===== src/rtl/pg_pkg.sv =====
// Shared types and sizing helpers for the power-gate switch sequencer.
package pg_pkg;

  typedef enum logic [2:0] {
    ST_OFF    = 3'd0,
    ST_RAMP   = 3'd1,
    ST_SETTLE = 3'd2,
    ST_DERST  = 3'd3,
    ST_ON     = 3'd4,
    ST_ISO    = 3'd5,
    ST_RSTA   = 3'd6
  } pg_state_e;

  function automatic int max_dly(input int a, input int b);
    return (a > b) ? a : b;
  endfunction

  // Wide enough to hold the largest delay; loads are delay-1 so it never wraps.
  function automatic int cnt_width(input int stage_dly, input int settle_dly);
    return $clog2(max_dly(stage_dly, settle_dly) + 1);
  endfunction

endpackage


===== src/rtl/pg_delay_cnt.sv =====
// Loadable down-counter that parks at zero and flags it.
module pg_delay_cnt #(
  parameter int W = 4
) (
  input  logic         clk_i,
  input  logic         rst_i,
  input  logic         load_i,
  input  logic [W-1:0] load_val_i,
  output logic         zero_o
);

  logic [W-1:0] cnt_q, cnt_d;

  always_comb begin
    cnt_d = cnt_q;
    if (load_i)              cnt_d = load_val_i;
    else if (cnt_q != '0)    cnt_d = cnt_q - W'(1);
  end

  always_ff @(posedge clk_i) begin
    if (rst_i) cnt_q <= '0;
    else       cnt_q <= cnt_d;
  end

  assign zero_o = (cnt_q == '0);

endmodule


===== src/rtl/pg_switch_sequencer.sv =====
// Staggered header-bank power-up / isolate-reset-off power-down sequencer.
module pg_switch_sequencer
  import pg_pkg::*;
#(
  parameter int N_STAGES   = 4,
  parameter int STAGE_DLY  = 8,
  parameter int SETTLE_DLY = 16
) (
  input  logic                clk_i,
  input  logic                rst_i,
  input  logic                pwr_req_i,
  output logic                pwr_ack_o,
  output logic [N_STAGES-1:0] sw_en_o,
  output logic                iso_en_o,
  output logic                dom_rst_o,
  output logic                busy_o,
  output logic [2:0]          state_o
);

  localparam int CW = cnt_width(STAGE_DLY, SETTLE_DLY);
  localparam int SW = $clog2(N_STAGES + 1);
  localparam logic [CW-1:0] LD_STAGE  = CW'(STAGE_DLY - 1);
  localparam logic [CW-1:0] LD_SETTLE = CW'(SETTLE_DLY - 1);
  localparam logic [SW-1:0] STG_ALL   = SW'(N_STAGES);

  pg_state_e             state_q, state_d;
  logic [N_STAGES-1:0]   sw_en_q, sw_en_d;
  logic [SW-1:0]         stg_q, stg_d;
  logic                  iso_q, iso_d, dr_q, dr_d, ack_q, ack_d, busy_q, busy_d;
  logic                  ld;
  logic [CW-1:0]         ld_val;
  logic                  cnt_zero;

  pg_delay_cnt #(.W(CW)) u_cnt (
    .clk_i      (clk_i),
    .rst_i      (rst_i),
    .load_i     (ld),
    .load_val_i (ld_val),
    .zero_o     (cnt_zero)
  );

  always_comb begin
    state_d = state_q;
    sw_en_d = sw_en_q;
    stg_d   = stg_q;
    ld      = 1'b0;
    ld_val  = LD_STAGE;
    case (state_q)
      ST_OFF: if (pwr_req_i) begin
        state_d = ST_RAMP;
        sw_en_d = N_STAGES'(1);
        stg_d   = SW'(1);
        ld      = 1'b1;
        ld_val  = (N_STAGES == 1) ? LD_SETTLE : LD_STAGE;
      end
      ST_RAMP: begin
        // A single-bank build is already fully on here; RAMP doubles as the first settle cycle.
        if (stg_q == STG_ALL) begin
          state_d = cnt_zero ? ST_DERST : ST_SETTLE;
        end else if (cnt_zero) begin
          sw_en_d = (sw_en_q << 1) | N_STAGES'(1);
          stg_d   = stg_q + SW'(1);
          ld      = 1'b1;
          if (stg_d == STG_ALL) begin
            state_d = ST_SETTLE;
            ld_val  = LD_SETTLE;
          end
        end
      end
      ST_SETTLE: if (cnt_zero) state_d = ST_DERST;
      ST_DERST:  state_d = ST_ON;
      ST_ON:     if (!pwr_req_i) state_d = ST_ISO;
      ST_ISO:    state_d = ST_RSTA;
      ST_RSTA: begin
        state_d = ST_OFF;
        sw_en_d = '0;
        stg_d   = '0;
      end
      default: begin
        state_d = ST_OFF;
        sw_en_d = '0;
        stg_d   = '0;
      end
    endcase

    iso_d  = (state_d != ST_ON);
    ack_d  = (state_d == ST_ON);
    busy_d = (state_d != ST_ON) && (state_d != ST_OFF);
    dr_d   = (state_d == ST_OFF) || (state_d == ST_RAMP) ||
             (state_d == ST_SETTLE) || (state_d == ST_RSTA);
  end

  always_ff @(posedge clk_i) begin
    if (rst_i) begin
      state_q <= ST_OFF;
      sw_en_q <= '0;
      stg_q   <= '0;
      iso_q   <= 1'b1;
      dr_q    <= 1'b1;
      ack_q   <= 1'b0;
      busy_q  <= 1'b0;
    end else begin
      state_q <= state_d;
      sw_en_q <= sw_en_d;
      stg_q   <= stg_d;
      iso_q   <= iso_d;
      dr_q    <= dr_d;
      ack_q   <= ack_d;
      busy_q  <= busy_d;
    end
  end

  assign pwr_ack_o = ack_q;
  assign sw_en_o   = sw_en_q;
  assign iso_en_o  = iso_q;
  assign dom_rst_o = dr_q;
  assign busy_o    = busy_q;
  assign state_o   = state_q;

endmodule

===== config.mk =====
export PLATFORM = sky130hd
export DESIGN_NAME = pg_switch_sequencer
export DESIGN_NICKNAME = d
export VERILOG_FILES = /design/src/rtl/pg_pkg.sv /design/src/rtl/pg_delay_cnt.sv /design/src/rtl/pg_switch_sequencer.sv
export SDC_FILE = /design/constraint.sdc
export NUM_CORES = 1
export LEC_CHECK = 0
export BUFFER_PORTS_ARGS = -buffer_cell sky130_fd_sc_hd__buf_2
export CORE_MARGIN = 4
export CORE_UTILIZATION = 33
export DETAILED_ROUTE_END_ITERATION = 7
export SYNTH_ARGS = -nofsm -noshare
export SYNTH_HDL_FRONTEND = slang
export SYNTH_SLANG_ARGS = --single-unit

===== constraint.sdc =====
create_clock -name clk_i -period 3.4 [get_ports clk_i]
set_clock_uncertainty 0.1 [all_clocks]
set_input_delay 0.68 -clock clk_i [delete_from_list [all_inputs] [get_ports clk_i]]
set_output_delay 0.68 -clock clk_i [all_outputs]
set_load 0.03 [all_outputs]

[Word level (Yosys, flattened, before mapping)]
Index checks and enable logic that the tools add are counted.
Cells by class
  $add $sub $neg: 2
  eq/ne operators: 15
  muxes and demuxes: 26
  bitwise gates (word level): 1
  reduce and logical (&&, ||, !) cells: 12
Operator list (number)
  $mux W4: 7
  $mux W3: 9
  $eq A3 B3 Y1 const B: 6
  $pmux W3 S6: 1
  $pmux W4 S3: 1
  $mux W5: 2
  $eq A3 B2 Y1 const B: 3
  $pmux W3 S3: 1
  $eq A3 B1 Y1 const B: 2
  $logic_not A3 Y1: 2
  $ne A2 B2 Y1 const B: 3
  $logic_not A5 Y1: 1
  $reduce_bool A5 Y1: 1
  $sub A5 B1 Y5 const B: 1
  $mux W1: 4
  $reduce_and A4 Y1: 1
  $reduce_or A4 Y1: 1
  $add A3 B1 Y3 const B: 1
  $logic_or A1 B1 Y1: 3
  $ne A3 B3 Y1 const B: 1
  $reduce_bool A3 Y1: 1
  $pmux W1 S2: 1
  $reduce_bool A2 Y1: 1
  $logic_and A1 B1 Y1: 1
  $not A1 Y1: 1
Storage, ports and cells
  flip-flop bits (word level): 19
  input port bits: 3

[Logic depth before layout (Yosys ltp)]
Gate-level depths: netlist (run 1).
  depth after elaboration: 10
  gate-level depth with buffers: 7

[Hierarchy]
A second synthesis (run 1) with hierarchy kept.
Second synthesis, totals
  cell total of the unflattened synthesis: 122
  area total of the unflattened synthesis: 1111.1 µm²
Modules (own cells, without submodules)
  pg_switch_sequencer: times used 1, cells each 90, area an instance 823.3 µm², seq. area each 280.3 µm²
  pg_delay_cnt: times used 1, cells each 32, area an instance 287.8 µm², seq. area each 100.1 µm²

[Least setup slack after synthesis (run 1)]
Ideal clock, no wire load.
  kind: reg-to-reg
  start point: register state_q[1] (netlist: state_o[1])
  end point: register stg_q[2]
  arrival: 1.994 ns
  data required time: 3.230 ns
  setup slack: 1.235 ns
  stages on the path, launching flop included: 6
  period minus slack after synthesis: 2.165 ns
  cells stage by stage: dfxtp_1 > inv_1 > ha_1 > clkbuf_1 > or4_2 > a21oi_1
On the way
  cells in the longest elaborated chain, start to end: 4
  elaborated cells on any way between the ends: 13
Ends and longest elaborated chain
  from (decl): line pg_switch_sequencer.sv:26  | pg_state_e state_q, state_d;
  from (signal assigned): line pg_switch_sequencer.sv:103  | state_q <= state_d;
  $eq A3 B3 Y1 / $eq A3 B2 Y1 (equally long branches): line pg_switch_sequencer.sv:48  | case (state_q)
  $reduce_or A4 Y1 (no source line)
  $not A1 Y1 (no source line)
  $reduce_and A4 Y1 (no source line)
  to (signal assigned): line pg_switch_sequencer.sv:105  | stg_q <= stg_d;
  to (decl): line pg_switch_sequencer.sv:28  | logic [SW-1:0] stg_q, stg_d;
Several ways; a longest one is shown, not always the timed one.
A chain may end at the register's enable or synchronous reset.

[Final worst setup path (run 1)]
  start point: register u_cnt.cnt_q[0]
  end point: register stg_q[2]
On the way
  cells in the longest elaborated chain, start to end: 3
Ends and longest elaborated chain
  from (decl): line pg_delay_cnt.sv:12  | logic [W-1:0] cnt_q, cnt_d;
  from (signal assigned): line pg_delay_cnt.sv:22  | else cnt_q <= cnt_d;
  $logic_not A5 Y1: line pg_delay_cnt.sv:25  | assign zero_o = (cnt_q == '0);
  $ne A2 B2 Y1 (no source line)
  $reduce_and A4 Y1 (no source line)
No other way between the ends.

==> results of run 1 <==
[critical path, cell delays in order (launching register included)]
cell and delay, ns:
dfxtp_1 0.32, inv_1 0.11, ha_1 0.18, nor4b_4 0.41, a311oi_1 0.38, or4_2 0.73, a21oi_1 0.15
[power by group through the flow]
stage | registers [mW] | logic [mW] | clock network [mW]
6_report | 0.269 | 0.155 | 0.110
5_1_grt | 0.272 | 0.180 | 0.127
4_1_cts | 0.270 | 0.158 | 0.117
3_5_place_dp | 0.275 | 0.157 | 0
3_3_place_gp | 0.273 | 0.151 | 0
2_1_floorplan | 0.276 | 0.122 | 0
[final cells by class]
class | instances | area [um^2]
clock buffer | 4 | 26.28
fill | 290 | 1725
inverter | 8 | 30.03
multi-input combinational | 83 | 586.8
sequential | 19 | 380.4
tap | 31 | 38.79
timing repair buffer | 13 | 65.06
[path summary, 6_finish.rpt]
kind,startpoint,end,slack (ns),cells past startpoint
worst min register to register,sw_en_o[0]$_SDFFE_PP0P_,sw_en_o[1]$_SDFFE_PP0P_,0.37,2
worst max register to register,u_cnt.cnt_q[0]$_SDFFE_PP0P_,stg_q[2]$_SDFFE_PP0P_,0.96,6
worst min-delay path,sw_en_o[0]$_SDFFE_PP0P_,sw_en_o[1]$_SDFFE_PP0P_,0.37,2
worst max-delay path,u_cnt.cnt_q[0]$_SDFFE_PP0P_,stg_q[2]$_SDFFE_PP0P_,0.96,6
[cell families after synthesis]
logic type,after synthesis,synth area share [%]
AO/OA/AOI/OAI,35,21.11
XOR/XNOR,6,5.186
adder cells (fa/ha/maj),8,9.877
buffers and inverters,12,4.567
flip-flops,19,37.53
AND/OR/NAND/NOR,34,21.73
[per-stage QoR]
stage	instance area, um^2	cells	util, %	power (mW)
final	1127	158	39.52	0.5341
after global routing	1127	158	39.52	0.5790
after CTS	1127	158	39.52	0.5445
after detailed placement	1101	154	38.60	0.4314
after global placement	1101	154	38.60	0.4240
after floorplan	1013	114	-	0.3975
[cell usage after synthesis, drive strengths merged]
cell / n
nand4: 2
dfxtp: 19
a31oi: 2
or4bb: 1
a311oi: 1
o211ai: 1
or4: 1
a2bb2oi: 1
o21ai: 10
and2: 1
o22ai: 1
a21oi: 13
o211a: 1
nand2b: 2
a21o: 1
a32oi: 1
a2111o: 1
nor4b: 1
inv: 8
nor3b: 1
xnor2: 3
nand3: 2
and3: 1
xor2: 3
ha: 8
a221oi: 1
or4b: 2
nand2: 7
or2: 4
nor2b: 2
nand3b: 1
nor3: 1
o2bb2ai: 1
clkbuf: 4
nor2: 4
and4: 1
[placed cells by master, fill, tap and decap left out, drive strengths merged, types with 2 or more instances in the layout]
cell type  count
nand3          2
clkbuf         4
ha             8
xor2           3
or2            4
nand2b         2
a31oi          2
xnor2          3
dfxtp         19
inv            8
nand2          7
o21ai         10
nor2b          2
nor2           4
buf           13
nand4          2
or4b           2
a21oi         13
[registers in the layout (all words and copies together) (netlist names)]
| name | count |
|---|---|
| state_o | 3 |
| sw_en_o | 4 |
| dom_rst_o | 1 |
| u_cnt.cnt_q | 5 |
| iso_en_o | 1 |
| stg_q | 3 |
| busy_o | 1 |
| pwr_ack_o | 1 |
[per-layer routing]
metal	routed length [um]	vias up
li1	-	435
met1	928	410
met5	0	-
met4	31	0
met3	64	4
met2	1028	12
==> results.py, run 1 <==
metrics = {
    "route": {
        "viasPerCell": 5.449,
        "drt-initial-drc-count": 22,
        "firstDrtPassIters": 5,
        "drc_errors": 0,
        "antenna_left": 0,
        "wl_um": 2052,
        "vias": 861,
        "wl_per_cell_um": 12.99,
    },
    "pwr": {
        "p_leak_nw": 0.4888,
        "seqPwrFrac_pct": 50.4,
        "swShare_pct": 32.75,
        "p_int_mw": 0.3592,
        "p_comb_share_pct": 29.1,
        "ir_drop_mv": 0.1759,
        "powerDensity_mw_per_mm2": 473.8,
        "p_sw_mw": 0.1749,
        "power_frac_clock_pct": 20.5,
    },
    "synthesis": {
        "ys_warn_count": 0,
        "yosysTopAreaCellShare_pct": 37.53,
        "postSynthAreaPerCell_um2": 8.890,
        "synth.area.top_cells": "dfxtp_1 (38%), ha_1 (9.9%), a21oi_1 (6.4%)",
        "synthDistinctLibCells": 38,
        "synth_area_mm2": 0.001013,
        "syn_inst": 114,
        "synth_seq_cells": 19,
        "syn-num-nets": 125,
        "yosysTopAreaCell": "dfxtp_1",
        "ys_seq_area_share_pct": 37.53,
    },
    "global_routing": {
        "grt-busiest-layer": "met2",
        "antenna_found_initial": 0,
        "grt_use_met1_pct": 13.88,
        "grt_use_met3_pct": 2.309,
        "grt_pass1_wl_um": 3684,
        "met2_usage_pct": 18.90,
        "groute.usage.overall_pct": 11.39,
        "grt_pass1_vias": 831,
        "grt_max_degree": 14,
        "grt_remaining_overflow": 0,
    },
    "clock_network": {
        "cts_tree": "done",
        "cts_buffers": 3,
        "cts_buffer_depth": 2,
        "clock_latency_ns": 0.29,
        "cts_setup_buffers": 0,
        "cts_resized": 0,
        "clk_pin_slew_worst_paths_ns": 0.10,
        "cts_hold_buf": 0,
        "htree_levels": 1,
        "cts_root_buf": "clkbuf_4",
        "clock-sinks": 19,
    },
    "floorplan": {
        "io_pins": 14,
        "start_util_pct": 35.53,
        "dieArea_mm2": 0.004021,
        "core-area_mm2": 0.002853,
        "rows": 19,
        "die_x_um": 63.42,
        "die_y_um": 63.42,
    },
    "sta": {
        "post-route-period-util_pct": 71.85,
        "setup_tns_ns": 0,
        "finalSetupViolCount": 0,
        "rsz0062_at_grt": "false",
        "setup_slack_ns": 0.9570,
        "hold_viol_final": 0,
        "finalCriticalPeriod_ns": 2.443,
        "slew_viol_final": 0,
        "fmax_mhz": 409.3,
        "max_slew.worst_pin.slew_ns": 1.069,
        "fin_hold_ws_ns": 0.3698,
        "slew_headroom_pct": 28.22,
    },
    "outcome": {
        "status": "finished, final reports clean",
    },
    "placed_design": {
        "port-buffer-count": 13,
        "place_congestion": 0.8492,
        "dp_hpwl_um": 1554,
        "place_ws_ns": 0.9806,
    },
    "flow_run": {
        "cap_violations": 0,
    },
    "layout": {
        "n_antenna_cell": 0,
        "nets": 139,
        "drive_above_1_share_pct": 18.90,
        "syn2layout_area_growth_pct": 11.23,
    },
    "critical_path": {
        "end_kind": "register",
        "crit_fanout": 11,
        "critPathArrivalTime_ns": 2.57,
        "worst_ep_required_time_ns": 3.53,
        "cp-start-kind": "register",
        "critPathKind": "register to register",
    },
    "worst_hold_path": {
        "min-delay-path-class": "register to register",
    },
}
Power figures use the tool's default switching activity.
==> run 2, diff against run 1 <==
Settings changed: ABC_AREA from default to 1.
Clock period 3.4 ns to 2.3 ns, I/O delays scaled along.
==> run 2 against run 1 <==
Net effect:
- area after synthesis up 9.0%
- first-iteration DRC count down 32%
- clock power up 54%
- die area up 7.9%
- utilization up 0.28 points
- flip-flop and latch count unchanged
- count of clock-buffer cells in the layout down 1
- design area up 10%
- non-clock buffer count unchanged
- via count up 14%
==> results.py, run 2 <==
metrics = {
    "worst_hold_path": {
        "worst_hold_path.num_cells": 2,
        "min-delay-path-class": "input port to register",
    },
    "layout": {
        "n_antenna_cell": 0,
        "largest_reg_flops": 5,
        "fin_cells": 220,
        "syn2layout_area_growth_pct": 12.68,
        "nets": 188,
        "drive_above_1_share_pct": 18.18,
        "regMostFlops": "u_cnt.cnt_q",
        "mostFrequentLayoutCell": "nand2_1",
        "layout_common_cells": "nand2_1 (41), inv_1 (25), dfxtp_1 (19), nand3_1 (13), buf_2 (13)",
    },
    "clock_network": {
        "cts_resized": 0,
        "cts_setup_buffers": 0,
        "cts_tree": "done",
        "cts_buffer_depth": 2,
        "cts_hold_buf": 0,
        "clk_pin_slew_worst_paths_ns": 0.11,
        "clock-sinks": 19,
        "cts_root_buf": "clkbuf_4",
        "htree_levels": 1,
        "clock_latency_ns": 0.30,
        "cts_buffers": 3,
    },
    "sta": {
        "slew_viol_final": 0,
        "finalSetupViolCount": 0,
        "finalCriticalPeriod_ns": 1.736,
        "setup_tns_ns": 0,
        "max_slew.worst_pin.slew_ns": 0.2948,
        "rsz0062_at_grt": "false",
        "hold_viol_final": 0,
        "post-route-period-util_pct": 75.49,
        "fin_hold_ws_ns": 0.3440,
        "fmax_mhz": 575.9,
        "slew_headroom_pct": 80.34,
    },
    "synthesis": {
        "yosysTopAreaCell": "dfxtp_1",
        "synthDistinctLibCells": 21,
        "synth_seq_cells": 19,
        "synth_area_mm2": 0.001105,
        "synthArstFlopShare_pct": 0,
        "ys_seq_area_share_pct": 34.43,
        "syn_inst": 160,
        "yosysTopAreaCellShare_pct": 34.43,
        "synth_most_common_cell": "nand2_1",
        "ys_dominant_reg_cell": "dfxtp_1",
        "syn-num-nets": 171,
        "postSynthAreaPerCell_um2": 6.905,
        "ys_warn_count": 0,
        "synth_common_cells": "nand2_1 (41), inv_1 (25), dfxtp_1 (19)",
        "synth_edf_count": 0,
        "synth.area.top_cells": "dfxtp_1 (34%), nand2_1 (14%), ha_1 (9.1%)",
    },
    "floorplan": {
        "start_util_pct": 35.32,
        "die_x_um": 65.86,
        "io_pins": 14,
        "dieArea_mm2": 0.004338,
        "core-area_mm2": 0.003128,
        "rows": 20,
        "die_y_um": 65.86,
    },
    "global_routing": {
        "grt_pass1_vias": 977,
        "antenna_found_initial": 0,
        "groute.usage.overall_pct": 11.54,
        "grt_remaining_overflow": 0,
        "grt_pass1_wl_um": 4002,
        "grt_max_degree": 12,
    },
    "pwr": {
        "fin_total_pwr_mw": 0.9025,
        "powerDensity_mw_per_mm2": 724.9,
        "p_leak_nw": 0.6335,
        "ir_drop_mv": 0.2621,
    },
    "route": {
        "firstDrtPassIters": 4,
        "drc_errors": 0,
        "wl_per_cell_um": 9.514,
        "viasPerCell": 4.445,
        "drt-initial-drc-count": 15,
        "wl_um": 2093,
        "antenna_left": 0,
        "vias": 978,
    },
    "placed_design": {
        "dp_hpwl_um": 1696,
        "port-buffer-count": 13,
        "place_congestion": 0.7973,
        "dp_cells": 216,
    },
    "critical_path": {
        "critPathArrivalTime_ns": 1.88,
        "worst_ep_required_time_ns": 2.44,
        "r2r_cells": 9,
        "end_kind": "register",
        "cp-start-kind": "register",
        "crit_fanout": 8,
        "critPathKind": "register to register",
    },
    "flow_run": {
        "cap_violations": 0,
    },
    "outcome": {
        "status": "finished, final reports clean",
    },
}
[run 2: cell types whose count changed after synthesis, moves of 3 or more]
cell / change
clkbuf_1: -3
inv_1: +17
inv_2: +4
nand2_1: +34
nand2_2: +4
nand2_4: +3
nand3_1: +11
nor2_1: +8
nor2_4: +3
o21ai_0: -4
or2_2: -4
[run 2: worst paths after layout]
kind	end	start	slack (ns)
worst min register to register	sw_en_o[3]$_SDFFE_PP0P_	sw_en_o[3]$_SDFFE_PP0P_	0.37
worst max-delay path	stg_q[2]$_SDFFE_PP0P_	state_o[1]$_SDFF_PP0_	0.56
worst min-delay path	sw_en_o[0]$_SDFFE_PP0P_	rst_i	0.34
worst max register to register	stg_q[2]$_SDFFE_PP0P_	state_o[1]$_SDFF_PP0_	0.56
[run 2: kinds of logic (layout without fill, tap and decap cells)]
logic type / Yosys count / count (layout) / synth area share (%)
and+or+nand+nor: 80 / 80 / 34.43
DFF: 19 / 19 / 34.43
xor gates and xnor gates: 2 / 2 / 1.586
AOI/OAI and AO/OA: 21 / 21 / 9.966
buffers and inverters: 30 / 46 / 10.53
adders and majority gates: 8 / 8 / 9.060
[run 2: routing by layer]
| layer | share of wire [%] | track usage, % | vias up |
|---|---|---|---|
| met5 | 0 | 0 | - |
| met4 | 0.62 | 4.922 | 0 |
| met3 | 2.9 | 2.721 | 2 |
| met2 | 45 | 18.40 | 15 |
| met1 | 51 | 14.73 | 435 |
| li1 | - | - | 526 |
[run 2: per-stage QoR]
step | util, % | setup WS (ns) | instance area [um^2]
after detailed placement | 38.92 | 0.5973 | 1217
after global routing | 39.80 | 0.3423 | 1245
final | 39.80 | 0.5636 | 1245
after floorplan | - | 0.5715 | 1105
after CTS | 39.80 | 0.5649 | 1245
after global placement | 38.92 | 0.6389 | 1217
[run 2: layout make-up]
type / instances / area, um^2
fillers: 336 / 1883
multi-input cells: 111 / 608.1
flip-flops and latches: 19 / 380.4
inverters: 29 / 108.9
repair buffers: 13 / 65.06
well taps: 44 / 55.05
clock buffers: 3 / 22.52
clock inverters: 1 / 5.005
[run 2: critical path: stages, from the launching register on]
cell and delay (ns):
dfxtp_1 0.47, inv_1 0.13, ha_1 0.31, inv_1 0.05
o21ai_1 0.05, inv_1 0.12, nand2_2 0.14, inv_2 0.11
nand3_1 0.06, a21oi_1 0.13
[run 2: report_power, final]
part	switching [mW]	internal, mW	leakage, nW
sequential	0.0267	0.373	0.155
combinational	0.214	0.120	0.460
clock	0.105	0.0647	0.0177
total	0.345	0.557	0.634
==> run 3, diff against run 2 <==
Clock period 2.3 ns to 1.5 ns, I/O delays scaled along.
==> run 3 against run 2 <==
Net effect:
- non-clock buffer count is 15 higher
- first-iteration DRC count stayed put
- count of clock-buffer cells in the layout stayed put
- flip-flop and latch count stayed put
- routed wire length is 17% higher
- global-route usage is 1.2 points higher
- clock power is 57% higher
- largest power group is now combinational cells
- fmax is 18% higher
- critical path type unchanged
- sequential share of layout area is 3.4 points lower
- worst hold slack worse by 0.17 ns
==> results.py, run 3 (synthesis gave the netlist of run 2 again) <==
metrics = {
    "layout": {
        "register_area_um2": 395.4,
        "drive_above_1_share_pct": 39.27,
        "fill_cells": 334,
        "nets": 203,
        "largest_reg_flops": 5,
        "mostFrequentLayoutCell": "nand2_1",
        "final_area_mm2": 0.001458,
        "final_core_util_pct": 46.60,
        "layout_common_cells": "nand2_1 (31), inv_1 (18)",
        "regMostFlops": "u_cnt.cnt_q",
        "fin_cells": 235,
        "n_antenna_cell": 0,
        "multi_input_area_um2": 683.2,
        "syn2layout_area_growth_pct": 31.94,
    },
    "critical_path": {
        "r2r_cells": 12,
        "regToRegStartpoint": "u_cnt.cnt_q[1]$_SDFFE_PP0P_",
        "crit_fanout": 5,
        "reg2reg_to": "u_cnt.cnt_q[3]$_SDFFE_PP0P_",
        "critPathKind": "register to register",
        "critPathArrivalTime_ns": 1.63,
        "worst_ep_required_time_ns": 1.66,
        "cp-start-kind": "register",
        "rrSetupSlack_ns": 0.03,
        "end_kind": "register",
    },
    "route": {
        "viasPerCell": 4.587,
        "drc_errors": 0,
        "firstDrtPassIters": 4,
        "vias": 1078,
        "antenna_left": 0,
        "drt-initial-drc-count": 15,
        "wl_per_cell_um": 10.46,
        "wl_um": 2458,
    },
    "pwr": {
        "p_comb_share_pct": 43.7,
        "powerDensity_mw_per_mm2": 1085,
        "fin_total_pwr_mw": 1.582,
        "p_leak_nw": 0.7270,
        "p_sw_mw": 0.5993,
        "ir_drop_mv": 0.3823,
        "swShare_pct": 37.89,
        "power_frac_clock_pct": 16.8,
        "seqPwrFrac_pct": 39.5,
        "p_int_mw": 0.9826,
    },
    "sta": {
        "setup_tns_ns": 0,
        "fmax_mhz": 680.7,
        "slew_viol_final": 0,
        "post-route-period-util_pct": 97.94,
        "rsz0062_at_grt": "true",
        "slew_headroom_pct": 85.29,
        "finalSetupViolCount": 0,
        "fin_hold_ws_ns": 0.1751,
        "hold_viol_final": 0,
        "finalCriticalPeriod_ns": 1.469,
        "max_slew.worst_pin.slew_ns": 0.2199,
        "setup_slack_ns": 0.03096,
    },
    "placed_design": {
        "place_area_mm2": 0.001277,
        "place_congestion": 0.8345,
        "dp_hpwl_um": 1856,
        "place_ws_ns": -0.05146,
        "port-buffer-count": 13,
        "dp_cells": 223,
    },
    "floorplan": {
        "io_pins": 14,
        "start_util_pct": 35.32,
        "die_x_um": 65.86,
        "dieArea_mm2": 0.004338,
        "rows": 20,
        "die_y_um": 65.86,
        "core-area_mm2": 0.003128,
    },
    "worst_hold_path": {
        "min_from": "rst_i",
        "worst_hold_path.num_cells": 2,
        "min-delay-path-class": "input port to register",
        "holdPathEnd": "sw_en_o[2]$_SDFFE_PP0P_",
    },
    "clock_network": {
        "cts_buffer_depth": 2,
        "cts_hold_buf": 0,
        "clk_pin_slew_worst_paths_ns": 0.11,
        "htree_levels": 1,
        "clock_latency_ns": 0.31,
        "cts_buffers": 3,
        "cts_root_buf": "clkbuf_4",
        "clock-sinks": 19,
        "cts_tree": "done",
    },
    "flow_run": {
        "cap_violations": 0,
    },
    "global_routing": {
        "antenna_found_initial": 0,
        "groute.usage.overall_pct": 12.77,
        "grt_pass1_wl_um": 4388,
        "grt_pass1_vias": 1086,
        "grt_max_degree": 12,
        "grt_remaining_overflow": 0,
    },
    "outcome": {
        "status": "finished, final reports clean",
    },
}
## run 3: cell types whose count changed in the layout (fill, tap and decap cells not counted), moves of 6 or more
cell	change
nand2_1	-10
inv_2	+6
inv_1	-7
nand2_2	+8
dfxtp_1	-6
buf_4	+13
## run 3: repair_timing
item | CTS | global route
buffers inserted | 6 | 2
endpoints found under the setup margin | 10 | 17
pin swaps | 7 | 5
resized for setup | 14 | 20
hold endpoints to repair | 0 | 0
## run 3: area by class of cell
cell class	instances	share of cell area [%]
sequential	19	27.12
tap	44	3.777
multi-input combinational	111	46.87
clock inverter	1	0.3433
timing repair buffer	28	12.70
clock buffer	3	1.545
inverter	29	7.639
## run 3: layer usage
metal / track usage, % / share of wire (%) / vias to the layer above / wire length, um
li1: - / - / 561 / -
met1: 14.39 / 43 / 488 / 1047
met2: 22.53 / 51 / 22 / 1260
met3: 2.381 / 3.2 / 7 / 79
met4: 6.736 / 2.8 / 0 / 70
met5: 0 / 0 / - / 0
## run 3: critical path, stage by stage, from the launching register on
cell and delay [ns]:
dfxtp_2 0.34, inv_2 0.07, ha_4 0.14, nand2_2 0.06
nor2_4 0.12, nand2_2 0.10, nor2_4 0.16, nand2_4 0.07
nand2_4 0.07, nand2_4 0.06, nand2_2 0.06, nand2_1 0.04
inv_1 0.04
## run 3: worst max path at each step
stage                                           start  slack [ns]                     endpoint  cells after the start
after CTS                 u_cnt.cnt_q[1]$_SDFFE_PP0P_      -0.001  u_cnt.cnt_q[3]$_SDFFE_PP0P_                     12
after global routing      u_cnt.cnt_q[1]$_SDFFE_PP0P_       -0.09  u_cnt.cnt_q[3]$_SDFFE_PP0P_                     12
after floorplan                 state_o[1]$_SDFF_PP0_       0.006        stg_q[2]$_SDFFE_PP0P_                      9
after global placement    u_cnt.cnt_q[1]$_SDFFE_PP0P_       -0.01  u_cnt.cnt_q[3]$_SDFFE_PP0P_                     12
final                     u_cnt.cnt_q[1]$_SDFFE_PP0P_        0.03  u_cnt.cnt_q[3]$_SDFFE_PP0P_                     12
after detailed placement  u_cnt.cnt_q[1]$_SDFFE_PP0P_       -0.05  u_cnt.cnt_q[3]$_SDFFE_PP0P_                     12
## run 3: power by group through the flow
stage	combinational, mW	sequential (mW)	clock [mW]
2_1_floorplan	0.417	0.629	0
3_3_place_gp	0.547	0.620	0
3_5_place_dp	0.559	0.625	0
4_1_cts	0.643	0.624	0.276
5_1_grt	0.796	0.631	0.304
6_report	0.691	0.625	0.266
